**src/rtl/seed_g_arbiter.sv**
```systemverilog
// Two-requester arbiter in front of the shared SEED G-function unit, with a
// bounded R0 burst lock and a two-stage operand/result pipeline.
module seed_g_arbiter #(
  parameter int unsigned LOCK_MAX = 3
) (
  input  logic        i_Clk,
  input  logic        i_Rstn,
  input  logic        i_Req0_Valid,
  input  logic [31:0] i_Req0_Data,
  input  logic        i_Req0_Lock,
  output logic        o_Req0_Ready,
  input  logic        i_Req1_Valid,
  input  logic [31:0] i_Req1_Data,
  output logic        o_Req1_Ready,
  output logic [31:0] o_G_Data,
  input  logic [31:0] i_G_Data,
  output logic [31:0] o_Rsp_Data,
  output logic        o_Rsp0_Valid,
  output logic        o_Rsp1_Valid,
  output logic        o_Busy
);

  localparam logic [3:0] LOCK_MAX_C = LOCK_MAX[3:0];

  logic [3:0]  lock_cnt_q, lock_cnt_d;
  logic        rr_q, rr_d;          // 1: R1 wins the next contested cycle
  logic [31:0] g_data_q, g_data_d;
  logic        a_vld_q, a_vld_d;
  logic        a_tag_q, a_tag_d;
  logic [31:0] rsp_data_q, rsp_data_d;
  logic        rsp0_q, rsp0_d;
  logic        rsp1_q, rsp1_d;
  logic        grant0, grant1;
  logic        contested, locked, expiry;

  assign contested = i_Req0_Valid & i_Req1_Valid;
  assign locked    = (lock_cnt_q != 4'd0) && (lock_cnt_q < LOCK_MAX_C);

  // Grant selection: single valid wins, then lock, then round-robin.
  always_comb begin
    grant0 = 1'b0;
    grant1 = 1'b0;
    if (!i_Rstn) begin
      grant0 = 1'b0;
      grant1 = 1'b0;
    end else if (contested) begin
      if (locked) begin
        grant0 = 1'b1;
      end else if (rr_q) begin
        grant1 = 1'b1;
      end else begin
        grant0 = 1'b1;
      end
    end else begin
      grant0 = i_Req0_Valid;
      grant1 = i_Req1_Valid;
    end
  end

  // Next-state for lock counter, round-robin pointer and both pipeline stages.
  always_comb begin
    lock_cnt_d = lock_cnt_q;
    expiry     = 1'b0;
    if (!i_Req0_Valid) begin
      lock_cnt_d = 4'd0;
    end else if (grant0) begin
      if (i_Req0_Lock) begin
        if (lock_cnt_q + 4'd1 == LOCK_MAX_C) begin
          lock_cnt_d = 4'd0;
          expiry     = 1'b1;
        end else begin
          lock_cnt_d = lock_cnt_q + 4'd1;
        end
      end else begin
        lock_cnt_d = 4'd0;
      end
    end else begin
      lock_cnt_d = lock_cnt_q;
    end

    rr_d = contested ? grant0 : rr_q;
    if (expiry) begin
      rr_d = 1'b1;
    end else begin
      rr_d = rr_d;
    end

    if (grant0) begin
      g_data_d = i_Req0_Data;
    end else if (grant1) begin
      g_data_d = i_Req1_Data;
    end else begin
      g_data_d = g_data_q;
    end
    a_vld_d = grant0 | grant1;
    a_tag_d = grant1;

    rsp_data_d = a_vld_q ? i_G_Data : rsp_data_q;
    rsp0_d     = a_vld_q & ~a_tag_q;
    rsp1_d     = a_vld_q & a_tag_q;
  end

  // State registers with synchronous active-low reset.
  always_ff @(posedge i_Clk) begin
    if (!i_Rstn) begin
      lock_cnt_q <= 4'd0;
      rr_q       <= 1'b0;
      g_data_q   <= 32'd0;
      a_vld_q    <= 1'b0;
      a_tag_q    <= 1'b0;
      rsp_data_q <= 32'd0;
      rsp0_q     <= 1'b0;
      rsp1_q     <= 1'b0;
    end else begin
      lock_cnt_q <= lock_cnt_d;
      rr_q       <= rr_d;
      g_data_q   <= g_data_d;
      a_vld_q    <= a_vld_d;
      a_tag_q    <= a_tag_d;
      rsp_data_q <= rsp_data_d;
      rsp0_q     <= rsp0_d;
      rsp1_q     <= rsp1_d;
    end
  end

  assign o_Req0_Ready = grant0;
  assign o_Req1_Ready = grant1;
  assign o_G_Data     = g_data_q;
  assign o_Rsp_Data   = rsp_data_q;
  assign o_Rsp0_Valid = rsp0_q;
  assign o_Rsp1_Valid = rsp1_q;
  assign o_Busy       = a_vld_q | rsp0_q | rsp1_q;

endmodule
```
**config.mk**
```make
export PLATFORM = sky130hd
export DESIGN_NAME = seed_g_arbiter
export DESIGN_NICKNAME = d
export VERILOG_FILES = /design/src/rtl/seed_g_arbiter.sv
export SDC_FILE = /design/constraint.sdc
export NUM_CORES = 1
export LEC_CHECK = 0
export ABC_AREA = 1
export BUFFER_PORTS_ARGS = -buffer_cell sky130_fd_sc_hd__buf_4
export CAP_MARGIN = 20
export CORE_MARGIN = 1.5
export CORE_UTILIZATION = 41
export DETAILED_ROUTE_END_ITERATION = 8
export GPL_TIMING_DRIVEN = 0
export PLACE_DENSITY = 0.77
export SYNTH_ARGS = -nofsm -noshare
export SYNTH_HDL_FRONTEND = slang
export SYNTH_SLANG_ARGS = --single-unit
```
**constraint.sdc**
```tcl
create_clock -name i_Clk -period 1.57 [get_ports i_Clk]
set_input_delay 0.2355 -clock i_Clk [delete_from_list [all_inputs] [get_ports i_Clk]]
set_output_delay 0.2355 -clock i_Clk [all_outputs]
set_load 0.005 [all_outputs]
```
==> flow_results.org, run 1 <==
** Detailed routing
- The first routing iteration left 109 violations.
- After detailed routing, the total wire length is 9610 um.
- ANT nets after route :: 0
- Total via count after detailed routing :: 3620
- Met3 routed WL :: roughly 840 um
- For this block, wires on met1 add up to 4050 um.
- Average wire length per cell after detail routing :: about 12 um
- Top Metal Used :: met4
- Remaining design rule violation count :: 0
- Summed over all nets, wire length on met2 after detailed routing comes to approximately 4600 um.
- Ratio of routed vias to standard cells :: 4.66
- Count of TritonRoute iterations in the first routing pass :: 4

** Logic synthesis
- The number of nets in the synthesized netlist is 587.
- Yosys mapped the design onto 22 distinct sky130hd cell types.
- Synth Area per Inst :: 6.71 um2
- Sequential cell area fraction in the yosys report :: 45.1%
- Yosys Warn Count :: 0
- The cell count after synthesis came out at between 400 and 500.
- The mapped netlist covers 3240 um2.
- FF+latch count, synth :: between 70 and 80

** Setup path
- STA classifies the critical path startpoint as a register.
- Of all nets on the critical path, the largest fanout is 4.
- The critical path goes through inv_4 -> ha_4 -> nor2_4 -> nand2_2 -> nand3_4 -> nand2_4 -> inv_4 -> buf_6 -> buf_6.
- In this design, the stage delay of the slowest critical-path cell is 390 ps.
- By startpoint and endpoint, the worst setup path is classified as reg -> out.
- WP data required :: around 1300 ps
- Data arrival at the endpoint of the critical path :: 1450 ps
- Worst Setup End Kind :: primary output
- The slowest stage of the critical path belongs to the cell sky130_fd_sc_hd__dfxtp_4.

** Power and ir drop
- Leakage power :: around 2.6 nW
- IR analysis of the VDD net gives a maximum drop of 0.000507 V.
- Total power for the finished layout comes to between 4 and 5 mW.
- Share of total power in combinational logic :: 19.8%
- Net switching power :: 1.25 mW
- Net switching is between 20 and 30% of the power.
- Of the total power, the clock network draws 35.4%.
- Sequential share of power :: around 45%
- Power spread over the standard cell area amounts to 936 nW/um2.
- Cell Int Power :: 3.43 mW

** Die
- Floorplan row count :: 32
- The total area inside the core boundary comes to 7690 um2.
- Number of top-level pins :: 170
- Starting density of the core :: approximately 42%
- Die extent in y :: 91.9 um
- The floorplan step defined a die boundary enclosing 8450 um2.
- Die extent in x :: 91.9 um

** Timing
- Of the available clock period, the critical path in the final layout requires 107%.
- Setup violations remaining at the end of the flow were counted as 2.
- In this run the tightest slew margin relative to its limit is around 68%.
- The final number of hold-violating endpoints came to 0.
- The number of max-slew violations in the final report was 0.
- Setup repair after global routing could not meet its margin everywhere.
- Setup tns final :: -176 ps
- Maximum clock skew at final layout :: 4.85 ps
- Based on the critical path, the design can be clocked at up to 594 MHz.
- The tightest hold path in the finished design has a slack of 104 ps.
- After layout, the worst setup slack is -114 ps.
- The smallest clock period supported by the final layout is computed as between 1500 and 2000 ps.
- At the pin with the least slew margin, the transition time is 486 ps.

** Clock network
- In this run, CTS created clock tree buffers numbering 9.
- The cell sitting at the root of the clock tree is a sky130_fd_sc_hd__clkbuf_8.
- Total number of H-tree levels :: 3
- Source-to-sink clock delay at the later pin of the worst-skew pair :: around 340 ps
- Num Clock Sinks :: 73
- TritonCTS built the clock tree.
- No sink is reached through more buffers than the 2 on the longest clock path.
- Clk slew on worst S/H paths :: 80 ps

** Layout
- Fraction of layout cells with a size suffix above 1 :: 33.6%
- The multi-input combinational cells in the finished layout cover a total of between 1000 and 1500 um2.
- Compared with the post-synthesis result, the final layout area differs by 54.2%.
- Number of nets in the final layout :: about 770
- For this run, the number of standard cells in the final layout without fillers is 777.
- The number of antenna diodes in the final layout is 0.
- Final design instance area without fill :: 5000 um2
- Filler cells :: 718
- Register area :: 1470 um2
- In the layout the commonest cells are 177 x sky130_fd_sc_hd__buf_4, 107 x sky130_fd_sc_hd__nor2_1, 86 x sky130_fd_sc_hd__nand2_1, 71 x sky130_fd_sc_hd__dfxtp_1, 60 x sky130_fd_sc_hd__inv_1.
- Most common library cell in the layout ignoring fill and taps :: sky130_fd_sc_hd__buf_4
- Once layout is complete, the utilization of the core stands at 65.0%.

** Placed design
- Once placement finished, the instance area stood at around 4600 um2.
- Half-perimeter wire length of the detailed placement result :: 7160 um
- GP Congestion :: 0.784
- Timing analysis after detailed placement gives a worst setup slack of -206 ps.
- Count of input and output buffers :: 169
- Including well taps, the total number of placed cells is around 750.

** GRT
- Via count of the first global-routing pass :: 3317
- Wire length of the first global-routing pass :: 15100 um
- Entering global routing, the biggest net connects 17 pins.
- The initial antenna violation count is 0.
- Global routing used 22.5% of the available tracks across all layers.
- Summed over all layers, the global routing overflow is 0.

** Flow run
- Across the run, the number of max-cap violations was 0.

** Run status
- The checks that failed: negative setup slack.
- Outcome :: finished, violations left

** Hold path
- Worst hold-check path type :: in -> reg
final timing paths:
kind / start / to / slack [ps] / cells after the start
max: lock_cnt_q[1]$_SDFFE_PN0N_ / o_Req0_Ready / -110 / 9
min: i_G_Data[16] / o_Rsp_Data[16]$_SDFFE_PN0P_ / 100 / 3
max reg2reg: lock_cnt_q[1]$_SDFFE_PN0N_ / lock_cnt_q[3]$_SDFFE_PN0N_ / 40 / 10
min reg2reg: a_tag_q$_SDFF_PN0_ / o_Rsp0_Valid$_SDFF_PN0_ / 430 / 1
cell usage after synthesis (all sizes together):
master  count  area share, %
nor2      118             14
nand2      90             11
dfxtp      73             45
inv        64            7.4
nand3      56            9.0
o21ai      45            6.9
clkbuf     15            1.7
buf        11            2.1
a21oi       3           0.46
ha          3            1.2
nand4       2           0.39
clkinv      1           0.12
nor3        1           0.15
or3         1           0.19
what timing repair did:
item | in CTS | in global routing
resized for setup | 18 | 8
endpoints found under the setup margin | 34 | 34
pin swaps | 5 | 2
hold buffers | 0 | 0
setup buffers | 6 | 1
cloned | 0 | 1
kinds of logic (layout without fill, tap and decap cells):
family / Yosys count / in the layout / synth area share (%)
AOI/OAI and AO/OA: 48 / 48 / 7.41
adders and majority gates: 3 / 3 / 1.16
buffers and inverters: 91 / 283 / 11.3
DFF: 73 / 73 / 45.1
and+or+nand+nor: 268 / 268 / 35.0
worst max-delay path: cells and delay by family (launching register included):
kind,cells,cell delay [ps]
fa+ha+maj,1,150
flops,1,390
simple gates,4,280
buf+inv,4,270
cell type report:
| type | count | area share (%) |
|---|---|---|
| clock buffers | 9 | 2.48 |
| inverters | 65 | 5.03 |
| clock inverters | 7 | 2.03 |
| multi-input cells | 319 | 29.0 |
| plain buffers | 25 | 2.75 |
| flip-flops and latches | 73 | 29.4 |
| repair buffers | 177 | 26.7 |
| well taps | 102 | 2.55 |
power by group through the flow:
stage | Combinational (mW) | Sequential (mW) | Clock (mW)
final | 0.927 | 2.10 | 1.65
after detailed placement | 0.908 | 2.14 | 0
after CTS | 0.924 | 2.10 | 1.68
after global placement | 0.892 | 2.14 | 0
after floorplan | 0.357 | 2.15 | 0
after global routing | 1.03 | 2.12 | 1.78
routing by layer:
layer,vias up,track usage [%]
li1,1856,-
met1,1594,26.3
met2,155,38.7
met3,15,6.88
met4,0,7.69
met5,-,0
sequential cells by signal, summed over array words and instances (netlist names):
signal        cells
o_G_Data         32
o_Rsp0_Valid      1
a_tag_q           1
lock_cnt_q        4
rr_q              1
o_Rsp_Data       32
o_Rsp1_Valid      1
a_vld_q           1
No activity file was read; power rests on OpenSTA's default activity.
==> run 2: changes to the inputs <==
--- a/config.mk
+++ b/config.mk
@@ -9,5 +9,5 @@
 export BUFFER_PORTS_ARGS = -buffer_cell sky130_fd_sc_hd__buf_4
 export CAP_MARGIN = 20
-export CORE_MARGIN = 1.5
+export CORE_MARGIN = 2
 export CORE_UTILIZATION = 41
 export DETAILED_ROUTE_END_ITERATION = 8
==> constraint.sdc (replaced) <==
create_clock -name i_Clk -period 1.57 [get_ports i_Clk]
set_input_delay 0.0785 -clock i_Clk [delete_from_list [all_inputs] [get_ports i_Clk]]
set_output_delay 0.0785 -clock i_Clk [all_outputs]
set_load 0.005 [all_outputs]
==> run 2 against run 1 <==
Net effect:
- the run now ends clean
- power shrank 1.5%
- design area grew 5.8%
- core utilization grew 3.7 points
- first-iteration DRC count grew 39%
- die area grew 2.2%
- non-clock buffer count grew 32
- global-route usage grew 2.1 points
- critical endpoint unchanged
==> flow_results.org, run 2 (synthesis results as in run 1) <==
** Die
- The floorplan has 32 rows.
- Number of top-level pins :: 170
- Starting density of the core :: 42.2%
- Die extent in x :: 92.9 um
- The region available for standard cell placement spans 7690 um2.
- Overall die area :: 8630 um2
- Measured along the y axis, the die boundary spans slightly above 90 um.

** Clock network
- Clock tree root buffer cell :: sky130_fd_sc_hd__clkbuf_8
- Number of buffers inserted during clock tree synthesis :: 9
- Total number of H-tree levels :: 3
- Clock buffer depth :: 2
- TritonCTS clock tree :: yes
- Clock latency on the worst-skew pair, taken at its later pin, is around 330 ps.
- The tree built by TritonCTS fans out to 73 sinks.
- Clk slew on worst S/H paths :: roughly 80 ps

** Timing
- After layout, the worst path uses 98.1% of the clock period.
- Setup repair after global routing missed its margin :: yes
- Fmax :: 649 MHz
- Setup slack of the critical path after layout :: just under 30 ps
- The final number of hold-violating endpoints was 0.
- Maximum clock skew at final layout :: 8.86 ps
- The worst path in the final design needs a cycle of 1540 ps, including I/O delays and setup.
- Final number of setup-violating endpoints :: 0
- Slew HR :: 70.0%
- Fin. max-slew vios :: 0
- Setup tns final :: 0 ps
- Measured slew at the worst slew-check pin :: 450 ps

** Detailed routing
- The count of nets left with antenna violations once routing finished came out at 0.
- Average wire length per cell after detail routing :: 13.1 um
- The pre-antenna-repair detailed-routing pass consisted of 5 iterations.
- The detailed router finished its first iteration with 152 violations.
- Ratio of routed vias to standard cells :: 4.66
- In the routed design, unresolved DRC markers number 0.
- Detailed routing inserted a total of 3770 vias.
- Final Routed Wirelength :: 10600 um

** GRT
- Antenna violations before repair :: 0
- Sum of overflow across all layers after global routing :: 0
- The first global-routing pass estimated 16900 um of wire.
- Maximum number of pins on one net before global-route repair :: 15
- GRT Resource Usage Total :: between 20% and 30%
- The number of global-route vias before repair was 3674.

** Setup path
- Worst-path maximum fanout :: 4
- WP data required :: 1490 ps
- Element type at the critical path start :: register
- The critical path in this run is classified as reg -> out.
- STA classifies the critical path endpoint as a primary output.
- Data arrives at the worst endpoint at 1460 ps.

** Flow run
- Across the run, the number of max-cap violations was 0.

** Layout
- Layout-stage area growth over the synthesis result :: 63.1%
- Leaving out fill and tap cells, the most frequent cell in the layout is sky130_fd_sc_hd__buf_4.
- In the layout the commonest cells are 177 x sky130_fd_sc_hd__buf_4, 106 x sky130_fd_sc_hd__nor2_1, 86 x sky130_fd_sc_hd__nand2_1, 71 x sky130_fd_sc_hd__dfxtp_1, 60 x sky130_fd_sc_hd__inv_1.
- Fraction of layout cells with a size suffix above 1 :: 32.4%
- Antenna diode count :: 0
- Fill cells in the final layout number 648.
- After the last flow step, the layout net total stands at 806.

** Power and ir drop
- Leakage power :: ~2.8 nW
- For this design the ratio of total power to cell area is 871 nW/um2.
- The worst-case IR drop observed on VDD is 0.000442 V.

** Run status
- The run finished with clean final reports.

** Placed design
- During placement, the flow inserted port buffers numbering 169.
- DP Worst Slack :: -122 ps
- Half-perimeter wire length of the detailed placement result :: 7350 um
- GP Congestion :: 0.805

** Hold path
- In this run the worst hold path is classified as in -> reg.
## run 2: changes by cell type in the layout (fill, tap and decap cells not counted), sizes merged
cell,delta
buf,-2
bufinv,-1
clkbuf,+1
clkinv,+2
clkinvlp,-1
dlygate4sd3,+33
## run 2: layer usage
| layer | share of wire, % | wire length [um] | vias to the layer above | track usage [%] |
|---|---|---|---|---|
| met5 | 0 | 0 | - | 0 |
| met4 | 1.7 | 181 | 0 | 9.07 |
| met3 | 9.4 | 996 | 16 | 7.73 |
| met2 | 49 | 5170 | 177 | 42.4 |
| met1 | 40 | 4260 | 1654 | 28.3 |
| li1 | - | - | 1923 | - |
## run 2: final timing paths
kind | depth (start not counted) | from | slack (ps) | end
min reg2reg | 1 | a_tag_q$_SDFF_PN0_ | 430 | o_Rsp0_Valid$_SDFF_PN0_
max reg2reg | 11 | lock_cnt_q[1]$_SDFFE_PN0N_ | 40 | o_G_Data[11]$_SDFFE_PN0P_
max | 9 | lock_cnt_q[0]$_SDFFE_PN0N_ | 30 | o_Req0_Ready
min | 5 | i_Req0_Data[22] | 30 | o_G_Data[22]$_SDFFE_PN0P_
## run 2: area by class of cell
class	instances	area, um2	share of cell area (%)
Clock inverter	7	77.6	1.47
Inverter	65	251	4.76
Clock buffer	9	124	2.34
Tap cell	102	128	2.41
Buffer	24	120	2.27
Sequential cell	73	1470	27.8
Multi-Input combinational cell	319	1450	27.5
Timing Repair Buffer	210	1660	31.5
## run 2: what timing repair did
item	in CTS	in global routing
hold endpoints to repair	33	0
cloned	0	0
setup buffers	8	0
resized for setup	17	10
hold buffers	33	0
endpoints found under the setup margin	33	35
pin swaps	4	4
## run 2: metrics by stage
stage	util [%]	cell area, um2	power (mW)	hold slack, ps	cells
6_report	68.8	5290	4.61	25.8	809
3_3_place_gp	60.3	4640	3.03	301	754
5_1_grt	68.8	5290	4.86	30.2	809
4_1_cts	68.7	5280	4.63	12.0	811
3_5_place_dp	60.3	4640	3.05	308	754
2_1_floorplan	-	3240	2.50	174	483
## run 2: where the power goes
group	total, mW	internal, mW	switching [mW]
Combinational	1.00	0.555	0.446
Clock	1.50	0.748	0.755
Sequential	2.10	2.01	0.0908
Total	4.61	3.31	1.29
## run 2: worst max-delay path, cell delays in order (launching register included)
cell	delay, ps
sky130_fd_sc_hd__dfxtp_4	400
sky130_fd_sc_hd__inv_4	50
sky130_fd_sc_hd__ha_4	160
sky130_fd_sc_hd__nor2_4	80
sky130_fd_sc_hd__nand2_2	70
sky130_fd_sc_hd__nand3_4	80
sky130_fd_sc_hd__nand2_4	60
sky130_fd_sc_hd__inv_4	60
sky130_fd_sc_hd__buf_6	90
sky130_fd_sc_hd__buf_6	90
==> run 3: changes to the inputs <==
- BUFFER_PORTS_ARGS: -buffer_cell sky130_fd_sc_hd__buf_4 -> default
- CORE_UTILIZATION: 41 -> 55
- DONT_BUFFER_PORTS: default -> 1
- PLACE_DENSITY: 0.77 -> 0.73
==> run 3 against run 2 <==
Net effect:
- the flow now finishes with violations (negative setup slack)
- register-to-register slack worse by 90 ps
- clock skew is 1.3 ps higher
- combinational power is 28% lower
- count of clock-buffer cells in the layout is 3 higher
- critical path depth is 1 higher
- via count is 0.11% lower
- cell count is 15% lower
- core utilization is 16 points higher
- fmax is 5.1% lower
- die area is 24% lower
- largest cell class is now flip-flops and latches
- largest power group unchanged
- highest routed layer unchanged
==> flow_results.org, run 3 (synthesis results as in run 1) <==
** Timing
- Post-layout minimum cycle time :: 1620 ps
- Slew HR :: 66.1%
- For the final database, setup skew stands at 10.2 ps.
- Based on the critical path, the design can be clocked at up to 616 MHz.
- For the pin with the worst max-slew slack, the measured transition is slightly above 500 ps.
- Tcrit/Tclk final :: 103%
- Final hold vios :: 0
- Setup violations remaining at the end of the flow were counted as 4.
- Fin. max-slew vios :: 0
- Worst hold slack after final layout :: 56.9 ps
- Setup repair after global routing could not meet its margin everywhere.
- Setup slack of the critical path after layout :: -52.5 ps
- Setup tns final :: -121 ps

** Die
- Once the floorplan was initialized, standard cells occupied 57.8% of the core.
- 170 I/O pins were placed.
- Die extent in y :: 80.8 um
- Placeable core area :: 5610 um2
- Measured along the x axis, the die boundary spans 80.8 um.
- The die covers 6520 um2.
- The floorplan has 27 rows.

** Layout
- Register area :: 1470 um2
- The finished layout holds between 600 and 700 standard cells, fillers aside.
- Number of nets in the final layout :: 711
- In the final layout, the share of cells above drive strength 1 is 10.9%.
- Commonest non-fill, non-tap cells in the layout :: 104 x sky130_fd_sc_hd__nor2_1, 100 x sky130_fd_sc_hd__dlygate4sd3_1, 85 x sky130_fd_sc_hd__nand2_1, 71 x sky130_fd_sc_hd__dfxtp_1, 60 x sky130_fd_sc_hd__inv_1
- Most common library cell in the layout ignoring fill and taps :: sky130_fd_sc_hd__nor2_1
- Layout-stage area growth over the synthesis result :: 46.5%
- Filler cells :: 302
- At the end of the flow the core is filled with cells to 84.7%.
- Area of combinational cells with multiple inputs :: about 1500 um2

** Placed design
- At the end of routability-driven placement, the weighted congestion stood at ~0.81.
- Counting tap cells, the placed design contains a total of 555 instances.
- Buffers placed on the I/O ports in this run total 0.
- Half-perimeter wire length of the detailed placement result :: 5990 um

** GRT
- Wire length of the first global-routing pass :: 16800 um
- Global routing used 33.9% of the available tracks across all layers.
- Sum of overflow across all layers after global routing :: 0
- Maximum number of pins on one net before global-route repair :: 13
- The number of global-route vias before repair is 3654.
- The initial antenna violation count is 0.

** Detailed routing
- ANT nets after route :: 0
- Average wire length per cell after detail routing :: 17.0 um
- Summed over all layers, the routed wires come to 11700 um.
- Using the TritonRoute via totals, the vias-per-cell ratio works out to ~5.5.
- Remaining design rule violation count :: 0
- Number of design-rule violations left by the first detailed-router iteration :: 234
- For this block, the via count after detailed routing is about 3800.
- The first detailed-routing pass ran for 5 iterations.

** Clock network
- The tree is rooted in a sky130_fd_sc_hd__clkbuf_8.
- Total number of H-tree levels :: 3
- Clock buffer depth :: 2
- Num Clock Sinks :: 73
- Number of buffers inserted during clock tree synthesis :: 9
- Clk slew on worst S/H paths :: 80 ps
- Source-to-sink clock delay at the later pin of the worst-skew pair :: approximately 350 ps
- TritonCTS clock tree :: yes

** Power and ir drop
- Dividing total power by cell area gives a power density of 963 nW/um2.
- Total power for the finished layout comes to 4.58 mW.
- Leakage power :: 2.25 nW
- Peak supply drop :: 0.000682 V

** Setup path
- Data arrives at the worst endpoint at 1870 ps.
- Counting cells, the worst reg-to-reg path comes to 10.
- Category of the most critical setup path :: reg -> reg
- Library cell contributing the largest single delay on the critical path :: sky130_fd_sc_hd__dfxtp_4
- Element type at the critical path start :: register
- In this design, the stage delay of the slowest critical-path cell is 380 ps.
- Worst-path maximum fanout :: 10
- The cell family contributing the most delay on the critical path is simple AND/OR/NAND/NOR gates.
- The critical path goes through ha_4 -> nor2_2 -> nand2_2 -> nand3_4 -> nand2_4 -> inv_6 -> buf_6 -> nor2_2 -> nor2_1 -> nor2_1.
- The worst setup path is captured at a register.
- WP data required :: 1810 ps
- The critical path contains buffers and inverters numbering 2 combined.
- Counting buffers and inverters, the worst setup path is 10 cells deep.

** Flow run
- Max-cap violations in this run came to 0.

** Hold path
- In this run the worst hold path is classified as in -> reg.
- Counting instances, the worst hold path has a depth of 4.

** Run status
- Outcome :: finished, violations left
- Violations in the final reports :: negative setup slack
[run 3: worst reg2reg max path, delay by kind of cell (launching register included)]
| family | cells | cell delay [ps] |
|---|---|---|
| DFF | 1 | 380 |
| adders and majority gates | 1 | 180 |
| and+or+nand+nor | 7 | 700 |
| buffers and inverters | 2 | 270 |
[run 3: worst paths after layout]
path | from | to | slack (ps)
setup reg to reg | lock_cnt_q[1]$_SDFFE_PN0N_ | o_G_Data[5]$_SDFFE_PN0P_ | -50
hold / removal | i_Req0_Lock | lock_cnt_q[1]$_SDFFE_PN0N_ | 60
hold reg to reg | a_tag_q$_SDFF_PN0_ | o_Rsp0_Valid$_SDFF_PN0_ | 420
setup / recovery | lock_cnt_q[1]$_SDFFE_PN0N_ | o_G_Data[5]$_SDFFE_PN0P_ | -50
[run 3: per-layer routing]
layer | up-vias | global-route usage, % | share of wire (%)
li1 | 1732 | - | -
met1 | 1715 | 35.5 | 35
met2 | 262 | 61.3 | 50
met3 | 57 | 9.78 | 11
met4 | 0 | 18.3 | 4.3
met5 | - | 0 | 0
[run 3: area by class of cell]
class	count	share of cell area (%)
diodes	2	0.105
plain buffers	26	2.95
clock buffers	12	3.27
clock inverters	4	1.58
inverters	65	5.35
multi-input cells	319	30.8
flip-flops and latches	73	30.9
well taps	72	1.90
repair buffers	113	23.1
[run 3: repair_timing]
action | 4_1_cts | 5_1_grt
endpoints found under the setup margin | 31 | 36
gates resized for setup | 9 | 21
hold endpoints to repair | 68 | 0
cloned | 1 | 0
hold buffers | 100 | 0
pin swaps | 4 | 10
buffers inserted | 8 | 4
[run 3: through the flow]
| stage | worst slack [ps] | cell area [um2] |
|---|---|---|
| floorplan | 96.2 | 3240 |
| global placement | -123 | 3330 |
| detailed placement | -138 | 3330 |
| CTS | 3.36 | 4650 |
| global route | -84.2 | 4750 |
| finish | -52.5 | 4750 |
[run 3: report_power, final]
part           leakage [nW]  internal (mW)  switching, mW
registers             0.608           2.01          0.139
clock network         0.109          0.983          0.727
logic                  1.54          0.339          0.376
total                  2.25           3.33           1.24
